[config.mk]
export PLATFORM = sky130hd
export DESIGN_NAME = uart_tx_cfg
export DESIGN_NICKNAME = d
export VERILOG_FILES = /design/src/rtl/uart_tx_cfg.sv
export SDC_FILE = /design/constraint.sdc
export NUM_CORES = 1
export LEC_CHECK = 0
export BUFFER_PORTS_ARGS = -buffer_cell sky130_fd_sc_hd__buf_4
export CAP_MARGIN = 20
export CORE_MARGIN = 2
export CORE_UTILIZATION = 60
export DETAILED_ROUTE_END_ITERATION = 10
export HOLD_SLACK_MARGIN = 0.08
export PLACE_DENSITY = 0.79
export SYNTH_ARGS = -nofsm -noshare
export SYNTH_HDL_FRONTEND = slang
export SYNTH_SLANG_ARGS = --single-unit
export TNS_END_PERCENT = 1
[constraint.sdc]
create_clock -name clk -period 3.1 [get_ports clk]
set_input_delay 0.465 -clock clk [delete_from_list [all_inputs] [get_ports clk]]
set_output_delay 0.465 -clock clk [all_outputs]
set_load 0.01 [all_outputs]
[src/rtl/uart_tx_cfg.sv]
// Configurable UART transmitter with an input FIFO.
// Frames go out back-to-back while words are queued.
module uart_tx_cfg #(
  parameter int CLK_FRE    = 50,
  parameter int BAUD_RATE  = 115200,
  parameter int DATA_BITS  = 8,
  parameter int PARITY     = 0,
  parameter int STOP_BITS  = 1,
  parameter int FIFO_DEPTH = 4
) (
  input  logic                          clk,
  input  logic                          rst_n,
  input  logic [DATA_BITS-1:0]          tx_data,
  input  logic                          tx_data_valid,
  output logic                          tx_data_ready,
  output logic                          tx_pin,
  output logic                          tx_busy,
  output logic [$clog2(FIFO_DEPTH):0]   fifo_level
);

  localparam int CYCLE = CLK_FRE * 1000000 / BAUD_RATE;
  localparam int PTR_W = $clog2(FIFO_DEPTH);
  localparam int LVL_W = PTR_W + 1;
  localparam int BIT_W = (DATA_BITS > 1) ? $clog2(DATA_BITS) : 1;

  localparam logic [15:0]      BAUD_LAST = 16'(CYCLE - 1);
  localparam logic [BIT_W-1:0] LAST_BIT  = BIT_W'(DATA_BITS - 1);
  localparam logic [LVL_W-1:0] FULL_LVL  = LVL_W'(FIFO_DEPTH);
  localparam logic             STOP_LAST = (STOP_BITS == 2);
  localparam logic             ODD       = (PARITY == 1);

  typedef enum logic [2:0] {
    S_IDLE,
    S_START,
    S_DATA,
    S_PARITY,
    S_STOP
  } state_e;

  // FIFO
  logic [DATA_BITS-1:0] mem_q [FIFO_DEPTH];
  logic [PTR_W-1:0]     wr_ptr_q, rd_ptr_q;
  logic [LVL_W-1:0]     level_q;
  logic                 push, pop;
  logic [DATA_BITS-1:0] head;

  // Ready depends only on registered occupancy, so a pop cannot free a slot in the same edge.
  assign tx_data_ready = (level_q != FULL_LVL);
  assign push          = tx_data_valid && tx_data_ready;
  assign head          = mem_q[rd_ptr_q];

  // NOTE: the storage array is not reset; pointers and level alone define which entries are valid.
  always_ff @(posedge clk) begin
    if (push) mem_q[wr_ptr_q] <= tx_data;
  end

  always_ff @(posedge clk) begin
    if (!rst_n) begin
      wr_ptr_q <= '0;
      rd_ptr_q <= '0;
      level_q  <= '0;
    end else begin
      if (push) wr_ptr_q <= wr_ptr_q + PTR_W'(1);
      if (pop)  rd_ptr_q <= rd_ptr_q + PTR_W'(1);
      case ({push, pop})
        2'b10:   level_q <= level_q + LVL_W'(1);
        2'b01:   level_q <= level_q - LVL_W'(1);
        default: level_q <= level_q;
      endcase
    end
  end

  // Serialiser
  state_e               state_q, state_d;
  logic [15:0]          baud_q, baud_d;
  logic [BIT_W-1:0]     bit_q, bit_d;
  logic                 stop_q, stop_d;
  logic [DATA_BITS-1:0] shift_q, shift_d;
  logic                 parity_q, parity_d;
  logic                 tx_pin_q, pin_d;
  logic                 bit_end;

  assign bit_end = (baud_q == BAUD_LAST);

  // NOTE: every next-state signal gets a default first, so no path leaves one unassigned (no latch).
  always_comb begin
    state_d  = state_q;
    baud_d   = '0;
    bit_d    = '0;
    stop_d   = stop_q;
    shift_d  = shift_q;
    parity_d = parity_q;
    pin_d    = 1'b1;
    pop      = 1'b0;

    if (state_q != S_IDLE) baud_d = bit_end ? 16'd0 : baud_q + 16'd1;

    case (state_q)
      S_IDLE: begin
        stop_d = 1'b0;
        if (level_q != '0) begin
          pop     = 1'b1;
          state_d = S_START;
        end
      end
      S_START: begin
        pin_d = 1'b0;
        if (bit_end) state_d = S_DATA;
      end
      S_DATA: begin
        pin_d = shift_q[0];
        bit_d = bit_q;
        if (bit_end) begin
          shift_d = shift_q >> 1;
          if (bit_q == LAST_BIT) begin
            bit_d   = '0;
            state_d = (PARITY != 0) ? S_PARITY : S_STOP;
          end else begin
            bit_d = bit_q + BIT_W'(1);
          end
        end
      end
      S_PARITY: begin
        pin_d = parity_q;
        if (bit_end) state_d = S_STOP;
      end
      S_STOP: begin
        if (bit_end) begin
          if (stop_q == STOP_LAST) begin
            stop_d = 1'b0;
            if (level_q != '0) begin
              pop     = 1'b1;
              state_d = S_START;
            end else begin
              state_d = S_IDLE;
            end
          end else begin
            stop_d = stop_q + 1'b1;
          end
        end
      end
      default: state_d = S_IDLE;
    endcase

    if (pop) begin
      shift_d  = head;
      parity_d = (^head) ^ ODD;
    end
  end

  always_ff @(posedge clk) begin
    if (!rst_n) begin
      state_q  <= S_IDLE;
      baud_q   <= '0;
      bit_q    <= '0;
      stop_q   <= 1'b0;
      shift_q  <= '0;
      parity_q <= 1'b0;
      tx_pin_q <= 1'b1;
    end else begin
      state_q  <= state_d;
      baud_q   <= baud_d;
      bit_q    <= bit_d;
      stop_q   <= stop_d;
      shift_q  <= shift_d;
      parity_q <= parity_d;
      tx_pin_q <= pin_d;
    end
  end

  assign tx_pin     = tx_pin_q;
  assign tx_busy    = (state_q != S_IDLE) || (level_q != '0);
  assign fifo_level = level_q;

endmodule
==> impl_metrics.env, run 1 <==
export IMPL_timing_critical_path_slowest_stage_cell="sky130_fd_sc_hd__dfxtp_1"
export IMPL_fillCellCount=401
export IMPL_std_cell_rows=26
export IMPL_syn2layout_area_growth_pct=11.2
export IMPL_chipHeight_um=76.7
export IMPL_initialDrtViolationCount=90
export IMPL_synthDominantCellAreaShare=0.303
export IMPL_max_vdd_ir_drop_uv=415
export IMPL_finalHoldViolations=0
export IMPL_dp_area_um2=3350
export IMPL_first_global_vias=1874
export IMPL_ioPinCount=17
export IMPL_post_synth_top_count_cell="sky130_fd_sc_hd__dfxtp_1"
export IMPL_routed_via_density=5.50
export IMPL_clock_fmax_ghz=0.384
export IMPL_post_cts_buffers=0
export IMPL_globalRouteOverflowTotal=0
export IMPL_cts_htree_levels=3
export IMPL_unrepaired_setup_endpoints_after_global_routing="no"
export IMPL_detail_route_drc_violations=0
export IMPL_report_final_setup_viol=0
export IMPL_startpoint_type="register"
export IMPL_synthesis_area_um2=3170
export IMPL_grt_first_pass_wirelength_um=8650
export IMPL_cts_resized=0
export IMPL_fin_skew_ns=0.00943
export IMPL_min_path_cells=1
export IMPL_ys_ff_latch=73
export IMPL_total_power_w=0.00264
export IMPL_worst_endpoint_required_ns=3.37
export IMPL_die_w_um=76.7
export IMPL_postSynth_asyncResetShare=0
export IMPL_post_synth_cell_types=43
export IMPL_power_per_cell_area_nw_per_um2=749
export IMPL_r2r_worst_path_cells=11
export IMPL_numClockSinks=73
export IMPL_rr_startpoint="baud_q[0]"
export IMPL_clock_tree_buffer_depth=2
export IMPL_root_buffer="sky130_fd_sc_hd__clkbuf_8"
export IMPL_power_leakage_nw=1.23
export IMPL_hpwl_um=3600
export IMPL_setup_worst_path_class="register to register"
export IMPL_synth_cells_most_frequent="sky130_fd_sc_hd__dfxtp_1, sky130_fd_sc_hd__edfxtp_1, sky130_fd_sc_hd__nor2_1, sky130_fd_sc_hd__nand2_1, sky130_fd_sc_hd__xnor2_1"
export IMPL_clk_pin_slew_worst_paths_ns=0.08
export IMPL_num_antenna_cells=0
export IMPL_routed_wire_length_per_instance_um=14.3
export IMPL_route_vias_total=1958
export IMPL_maximum_number_of_pins_on_one_net_before_global_route_repair=22
export IMPL_hold_path_class="input port to register"
export IMPL_synth_area_per_cell_um2=12.1
export IMPL_nNetsFinal=302
export IMPL_run_status="finished clean"
export IMPL_final_max_slew_violation_count=0
export IMPL_period_share=0.841
export IMPL_min_delay_worst_endpoint="mem_q[1][0]"
export IMPL_slew_hr=0.589
export IMPL_crit_arrival_ns=2.88
export IMPL_edff_count_synth=32
export IMPL_antenna_left=0
export IMPL_path_cells="ha_1 > and4bb_2 > nand4_2 > a21o_1 > inv_1 > ha_1 > inv_1 > fa_1 > xor2_1 > or3_1 > a21boi_0"
export IMPL_initial_core_util=0.622
export IMPL_postSynthCellCount=262
export IMPL_die_area_um2=5890
export IMPL_netlist_top_cell_by_area="sky130_fd_sc_hd__edfxtp_1"
export IMPL_min_period_ns=2.61
export IMPL_yosysSeqAreaShare=0.561
export IMPL_placedCellCount=340
export IMPL_drive_above_1_share=0.189
export IMPL_routed_wirelength_um=5080
export IMPL_setup_reg_to_reg_worst_slack_ns=0.49
export IMPL_drt_pass1_iter_count=4
export IMPL_final_cell_count_no_fill=356
export IMPL_overall_routing_resource_usage=0.187
export IMPL_core_area_um2=5110
export IMPL_hp_start="tx_data[0]"
export IMPL_tritoncts_clock_tree="built"
export IMPL_ctsHoldBuffers=0
export IMPL_yosysWarnings=0
export IMPL_port_buffer_count=16
export IMPL_synth_top_cells_by_area="sky130_fd_sc_hd__edfxtp_1, sky130_fd_sc_hd__dfxtp_1, sky130_fd_sc_hd__mux4_2"
export IMPL_worst_pin_slew_ns=0.615
export IMPL_final_weighted_congestion_in_routability_driven_placement=0.780
export IMPL_worstReg2RegEnd="fifo_level[2]"
export IMPL_critical_path_peak_fanout=4
export IMPL_synth_top_flop_cell="sky130_fd_sc_hd__dfxtp_1"
export IMPL_timing_critical_path_slowest_cell_delay_ns=0.39
export IMPL_grt_antenna_before_repair=0
export IMPL_setup_tns_ns=0
export IMPL_synth_fp_nets=283
export IMPL_design_area_um2=3530
export IMPL_cts_made_buffers=9
export IMPL_critPathCaptureType="register"
export IMPL_clock_insertion_delay_worst_skew_ns=0.35
export IMPL_drv_cap=0
[worst max-delay path: cells and delay by family (launching register included)]
family | cells | cell delay [ns]
adder cells (fa/ha/maj) | 3 | 0.73
buffers and inverters | 2 | 0.15
AO/OA/AOI/OAI | 2 | 0.40
flip-flops | 1 | 0.39
AND/OR/NAND/NOR | 3 | 0.71
XOR/XNOR | 1 | 0.16
[report_power, final]
part | total [W] | leakage, nW | internal (W) | switching (W)
registers | 0.00126 | 0.627 | 0.00115 | 0.000114
clock network | 0.000680 | 0.0908 | 0.000302 | 0.000377
logic | 0.000702 | 0.513 | 0.000354 | 0.000349
[stage by stage]
step                       util  hold slack, ns  setup WS, ns
after global routing      0.691           0.301         0.343
after detailed placement  0.655           0.455         0.494
after floorplan               -           0.434         0.523
final                     0.691           0.314         0.493
after global placement    0.655           0.449         0.630
after CTS                 0.691           0.297         0.462
[layer usage]
metal,wire length [um],track usage,part of all wire,vias up
met5,0,0,0,-
met4,40,0.0727,0.0079,0
met3,173,0.0529,0.034,5
met2,2470,0.292,0.49,32
met1,2400,0.249,0.47,941
li1,-,-,-,980
[how the worst max path moves through the flow]
stage               startpoint       endpoint  slack [ns]  cells past startpoint
CTS                  baud_q[0]  fifo_level[2]        0.46                     11
finish               baud_q[0]  fifo_level[2]        0.49                     11
detailed placement   baud_q[0]  fifo_level[2]        0.49                     11
floorplan            baud_q[0]  fifo_level[2]        0.52                     12
global route         baud_q[0]  fifo_level[2]        0.34                     11
global placement     baud_q[0]  fifo_level[2]        0.63                     11
[area by class of cell]
type | instances | area [um2] | share of cell area
Tap cell | 70 | 87.6 | 0.0248
Timing Repair Buffer | 18 | 135 | 0.0383
Clock inverter | 7 | 60.1 | 0.0170
Clock buffer | 9 | 124 | 0.0351
Sequential cell | 73 | 1780 | 0.505
Multi-Input combinational cell | 168 | 1300 | 0.368
Inverter | 11 | 41.3 | 0.0117
[cell usage in the layout (no fill, tap or decap), types with 2 or more instances in the layout]
cell type / netlist / routed
sky130_fd_sc_hd__a22oi_1: 7 / 7
sky130_fd_sc_hd__buf_4: 1 / 18
sky130_fd_sc_hd__nand4_1: 4 / 4
sky130_fd_sc_hd__a21boi_0: 3 / 3
sky130_fd_sc_hd__nor2_1: 23 / 23
sky130_fd_sc_hd__mux2i_1: 2 / 2
sky130_fd_sc_hd__xor2_1: 9 / 9
sky130_fd_sc_hd__a21oi_1: 5 / 5
sky130_fd_sc_hd__and2_1: 6 / 6
sky130_fd_sc_hd__inv_1: 11 / 11
sky130_fd_sc_hd__clkinv_4: 0 / 3
sky130_fd_sc_hd__inv_6: 0 / 3
sky130_fd_sc_hd__nor2b_1: 2 / 2
sky130_fd_sc_hd__clkbuf_8: 0 / 9
sky130_fd_sc_hd__nor3_1: 7 / 7
sky130_fd_sc_hd__o21a_1: 2 / 2
sky130_fd_sc_hd__dfxtp_1: 41 / 41
sky130_fd_sc_hd__mux4_2: 8 / 8
sky130_fd_sc_hd__ha_1: 9 / 9
sky130_fd_sc_hd__nand3_1: 4 / 4
sky130_fd_sc_hd__xnor2_1: 15 / 15
sky130_fd_sc_hd__and3_1: 6 / 6
sky130_fd_sc_hd__or3_1: 3 / 3
sky130_fd_sc_hd__nand2_1: 17 / 17
sky130_fd_sc_hd__a21boi_1: 8 / 8
sky130_fd_sc_hd__edfxtp_1: 32 / 32
sky130_fd_sc_hd__o21ai_0: 5 / 5
sky130_fd_sc_hd__nand3_2: 8 / 8
[state kept, by name, summed over array words and instances, names as in the netlist, named ones only]
signal,cells
fifo_level,3
state_q,3
bit_q,3
shift_q,8
mem_q,32
rd_ptr_q,2
wr_ptr_q,2
tx_pin,1
baud_q,16
parity_q,1
[cells by family after synthesis]
kind of cell	synth area share
multiplexers	0.0631
flip-flops	0.561
XOR/XNOR	0.0662
buffers and inverters	0.0292
adder cells (fa/ha/maj)	0.0418
AO/OA/AOI/OAI	0.0702
AND/OR/NAND/NOR	0.168
No activity file was read; power rests on OpenSTA's default activity.
==> run 2: changes to the inputs <==
--- a/config.mk
+++ b/config.mk
@@ -8,10 +8,10 @@
 export BUFFER_PORTS_ARGS = -buffer_cell sky130_fd_sc_hd__buf_4
 export CAP_MARGIN = 20
 export CORE_MARGIN = 2
-export CORE_UTILIZATION = 60
+export CORE_UTILIZATION = 54
 export DETAILED_ROUTE_END_ITERATION = 10
 export HOLD_SLACK_MARGIN = 0.08
-export PLACE_DENSITY = 0.79
+export PLACE_DENSITY = 0.76
 export SYNTH_ARGS = -nofsm -noshare
 export SYNTH_HDL_FRONTEND = slang
 export SYNTH_SLANG_ARGS = --single-unit
==> constraint.sdc (replaced) <==
create_clock -name clk -period 2.29 [get_ports clk]
set_input_delay 0.3435 -clock clk [delete_from_list [all_inputs] [get_ports clk]]
set_output_delay 0.3435 -clock clk [all_outputs]
set_load 0.01 [all_outputs]
==> run 2 against run 1 <==
  * The run now ends with setup timing left
  * Maximum frequency increased by 13%
  * Combinational power increased by 54%
  * Critical path depth increased by 1
  * Power increased by 43%
  * Critical path type unchanged
==> impl_metrics.env, run 2 (same netlist as run 1, synthesis figures left out) <==
export IMPL_period_share=1.00
export IMPL_first_global_vias=2039
export IMPL_min_delay_worst_endpoint="mem_q[1][4]"
export IMPL_ctsHoldBuffers=0
export IMPL_tritoncts_clock_tree="built"
export IMPL_setup_slack_ns=-0.00771
export IMPL_root_buffer="sky130_fd_sc_hd__clkbuf_8"
export IMPL_routed_wire_length_per_instance_um=14.2
export IMPL_globalRouteOverflowTotal=0
export IMPL_slew_hr=0.656
export IMPL_final_cell_mix="sky130_fd_sc_hd__dfxtp_1, sky130_fd_sc_hd__buf_4, sky130_fd_sc_hd__edfxtp_1"
export IMPL_final_max_slew_violation_count=0
export IMPL_cts_htree_levels=3
export IMPL_drv_cap=0
export IMPL_clock_tree_buffer_depth=2
export IMPL_num_antenna_cells=0
export IMPL_cts_made_buffers=9
export IMPL_fin_skew_ns=0.00690
export IMPL_path_cells="inv_1 > ha_1 > and4bb_2 > nand4_4 > a21o_1 > inv_2 > ha_4 > inv_1 > fa_2 > xor2_1 > or3_1 > a21boi_1"
export IMPL_power_per_cell_area_nw_per_um2=1010
export IMPL_routed_wirelength_um=5380
export IMPL_clk_pin_slew_worst_paths_ns=0.08
export IMPL_setup_reg_to_reg_worst_slack_ns=-0.008
export IMPL_overall_routing_resource_usage=0.197
export IMPL_worst_endpoint_required_ns=2.58
export IMPL_report_final_setup_viol=1
export IMPL_critPathCaptureType="register"
export IMPL_grt_antenna_before_repair=0
export IMPL_timing_hold_ws_ns=0.188
export IMPL_crit_path_frequent_cell="sky130_fd_sc_hd__inv_1"
export IMPL_comb_power_share=0.286
export IMPL_internal_power_w=0.00262
export IMPL_startpoint_type="register"
export IMPL_port_buffer_count=16
export IMPL_syn2layout_area_growth_pct=18.1
export IMPL_hold_path_class="input port to register"
export IMPL_unrepaired_setup_endpoints_after_global_routing="yes"
export IMPL_chipHeight_um=80.7
export IMPL_nNetsFinal=323
export IMPL_pre_cts_ws_ns=-0.00301
export IMPL_violated_checks="setup timing"
export IMPL_seqCellArea_um2=1780
export IMPL_r2r_worst_path_cells=12
export IMPL_initial_core_util=0.566
export IMPL_timing_critical_path_slowest_stage_cell="sky130_fd_sc_hd__fa_2"
export IMPL_maximum_number_of_pins_on_one_net_before_global_route_repair=22
export IMPL_worst_pin_slew_ns=0.513
export IMPL_worstReg2RegEnd="fifo_level[2]"
export IMPL_netSwitchingFraction=0.308
export IMPL_die_area_um2=6510
export IMPL_antenna_left=0
export IMPL_ioPinCount=17
export IMPL_grt_first_pass_wirelength_um=9540
export IMPL_routed_via_density=5.40
export IMPL_pwr_share_seq=0.438
export IMPL_final_weighted_congestion_in_routability_driven_placement=0.777
export IMPL_rr_startpoint="baud_q[1]"
export IMPL_power_leakage_nw=1.36
export IMPL_std_cell_rows=27
export IMPL_hp_start="tx_data[4]"
export IMPL_run_status="complete, but fails checks"
export IMPL_timing_critical_path_slowest_cell_delay_ns=0.34
export IMPL_power_share_clock=0.276
export IMPL_biggestRegsByFlops="mem_q (32), baud_q (16), shift_q (8)"
export IMPL_route_vias_total=2045
export IMPL_max_vdd_ir_drop_uv=809
export IMPL_hpwl_um=3850
export IMPL_numClockSinks=73
export IMPL_die_w_um=80.7
export IMPL_clock_insertion_delay_worst_skew_ns=0.35
export IMPL_drt_pass1_iter_count=4
export IMPL_total_switching_power_w=0.00116
export IMPL_finalHoldViolations=0
export IMPL_drive_above_1_share=0.261
export IMPL_setup_worst_path_class="register to register"
export IMPL_core_area_um2=5610
export IMPL_multiInputGateArea_um2=1330
export IMPL_largest_register_ffs=32
export IMPL_clock_fmax_ghz=0.435
export IMPL_min_period_ns=2.30
export IMPL_regMostFlops="mem_q"
export IMPL_crit_arrival_ns=2.59
export IMPL_critical_path_peak_fanout=2
export IMPL_detail_route_drc_violations=0
export IMPL_fillCellCount=412
export IMPL_min_path_cells=1
export IMPL_initialDrtViolationCount=115
## run 2: worst max path at each step
stage / cells after the start / startpoint / end / slack, ns
2_1_floorplan: 13 / baud_q[1] / fifo_level[2] / -0.01
3_3_place_gp: 11 / baud_q[0] / fifo_level[2] / 0.08
3_5_place_dp: 11 / baud_q[0] / fifo_level[2] / -0.003
4_1_cts: 12 / baud_q[1] / fifo_level[2] / -0.01
5_1_grt: 12 / baud_q[1] / fifo_level[2] / -0.17
6_report: 12 / baud_q[1] / fifo_level[2] / -0.008
## run 2: metal layers
metal,wire [um],GRT usage
met5,0,0
met4,97,0.0915
met3,190,0.0517
met2,2420,0.293
met1,2670,0.270
## run 2: cell type report
class | instances | share of cell area
clock inverters | 7 | 0.0220
inverters | 11 | 0.0110
repair buffers | 39 | 0.0781
flip-flops and latches | 73 | 0.476
well taps | 72 | 0.0240
multi-input cells | 168 | 0.356
clock buffers | 9 | 0.0331
## run 2: stage by stage
stage	area [um2]	util	TNS, ns	total power [W]	cells
after global placement	3520	0.629	0	0.00274	361
after floorplan	3220	-	-0.0141	0.00248	262
after global routing	3750	0.668	-0.165	0.00401	379
final	3750	0.668	-0.00771	0.00378	379
after detailed placement	3520	0.629	-0.00301	0.00277	361
after CTS	3740	0.667	-0.0130	0.00382	378
## run 2: worst max-delay path, delay by kind of cell (launching register included)
family,cells,cell delay [ns]
DFF,1,0.32
and+or+nand+nor,3,0.66
xor gates and xnor gates,1,0.15
adders and majority gates,3,0.59
buffers and inverters,3,0.19
AOI/OAI and AO/OA,2,0.32
## run 2: power by group through the flow
| stage | Clock (W) | Sequential [W] | Combinational, W |
|---|---|---|---|
| after global routing | 0.00112 | 0.00168 | 0.00121 |
| after CTS | 0.00107 | 0.00166 | 0.00110 |
| after floorplan | 0 | 0.00167 | 0.000818 |
| after detailed placement | 0 | 0.00169 | 0.00109 |
| after global placement | 0 | 0.00168 | 0.00106 |
| final | 0.00104 | 0.00165 | 0.00108 |
## run 2: what timing repair did
action,in CTS,in global routing
resized for setup,0,1
endpoints found under the setup margin,1,1
buffers inserted,1,1
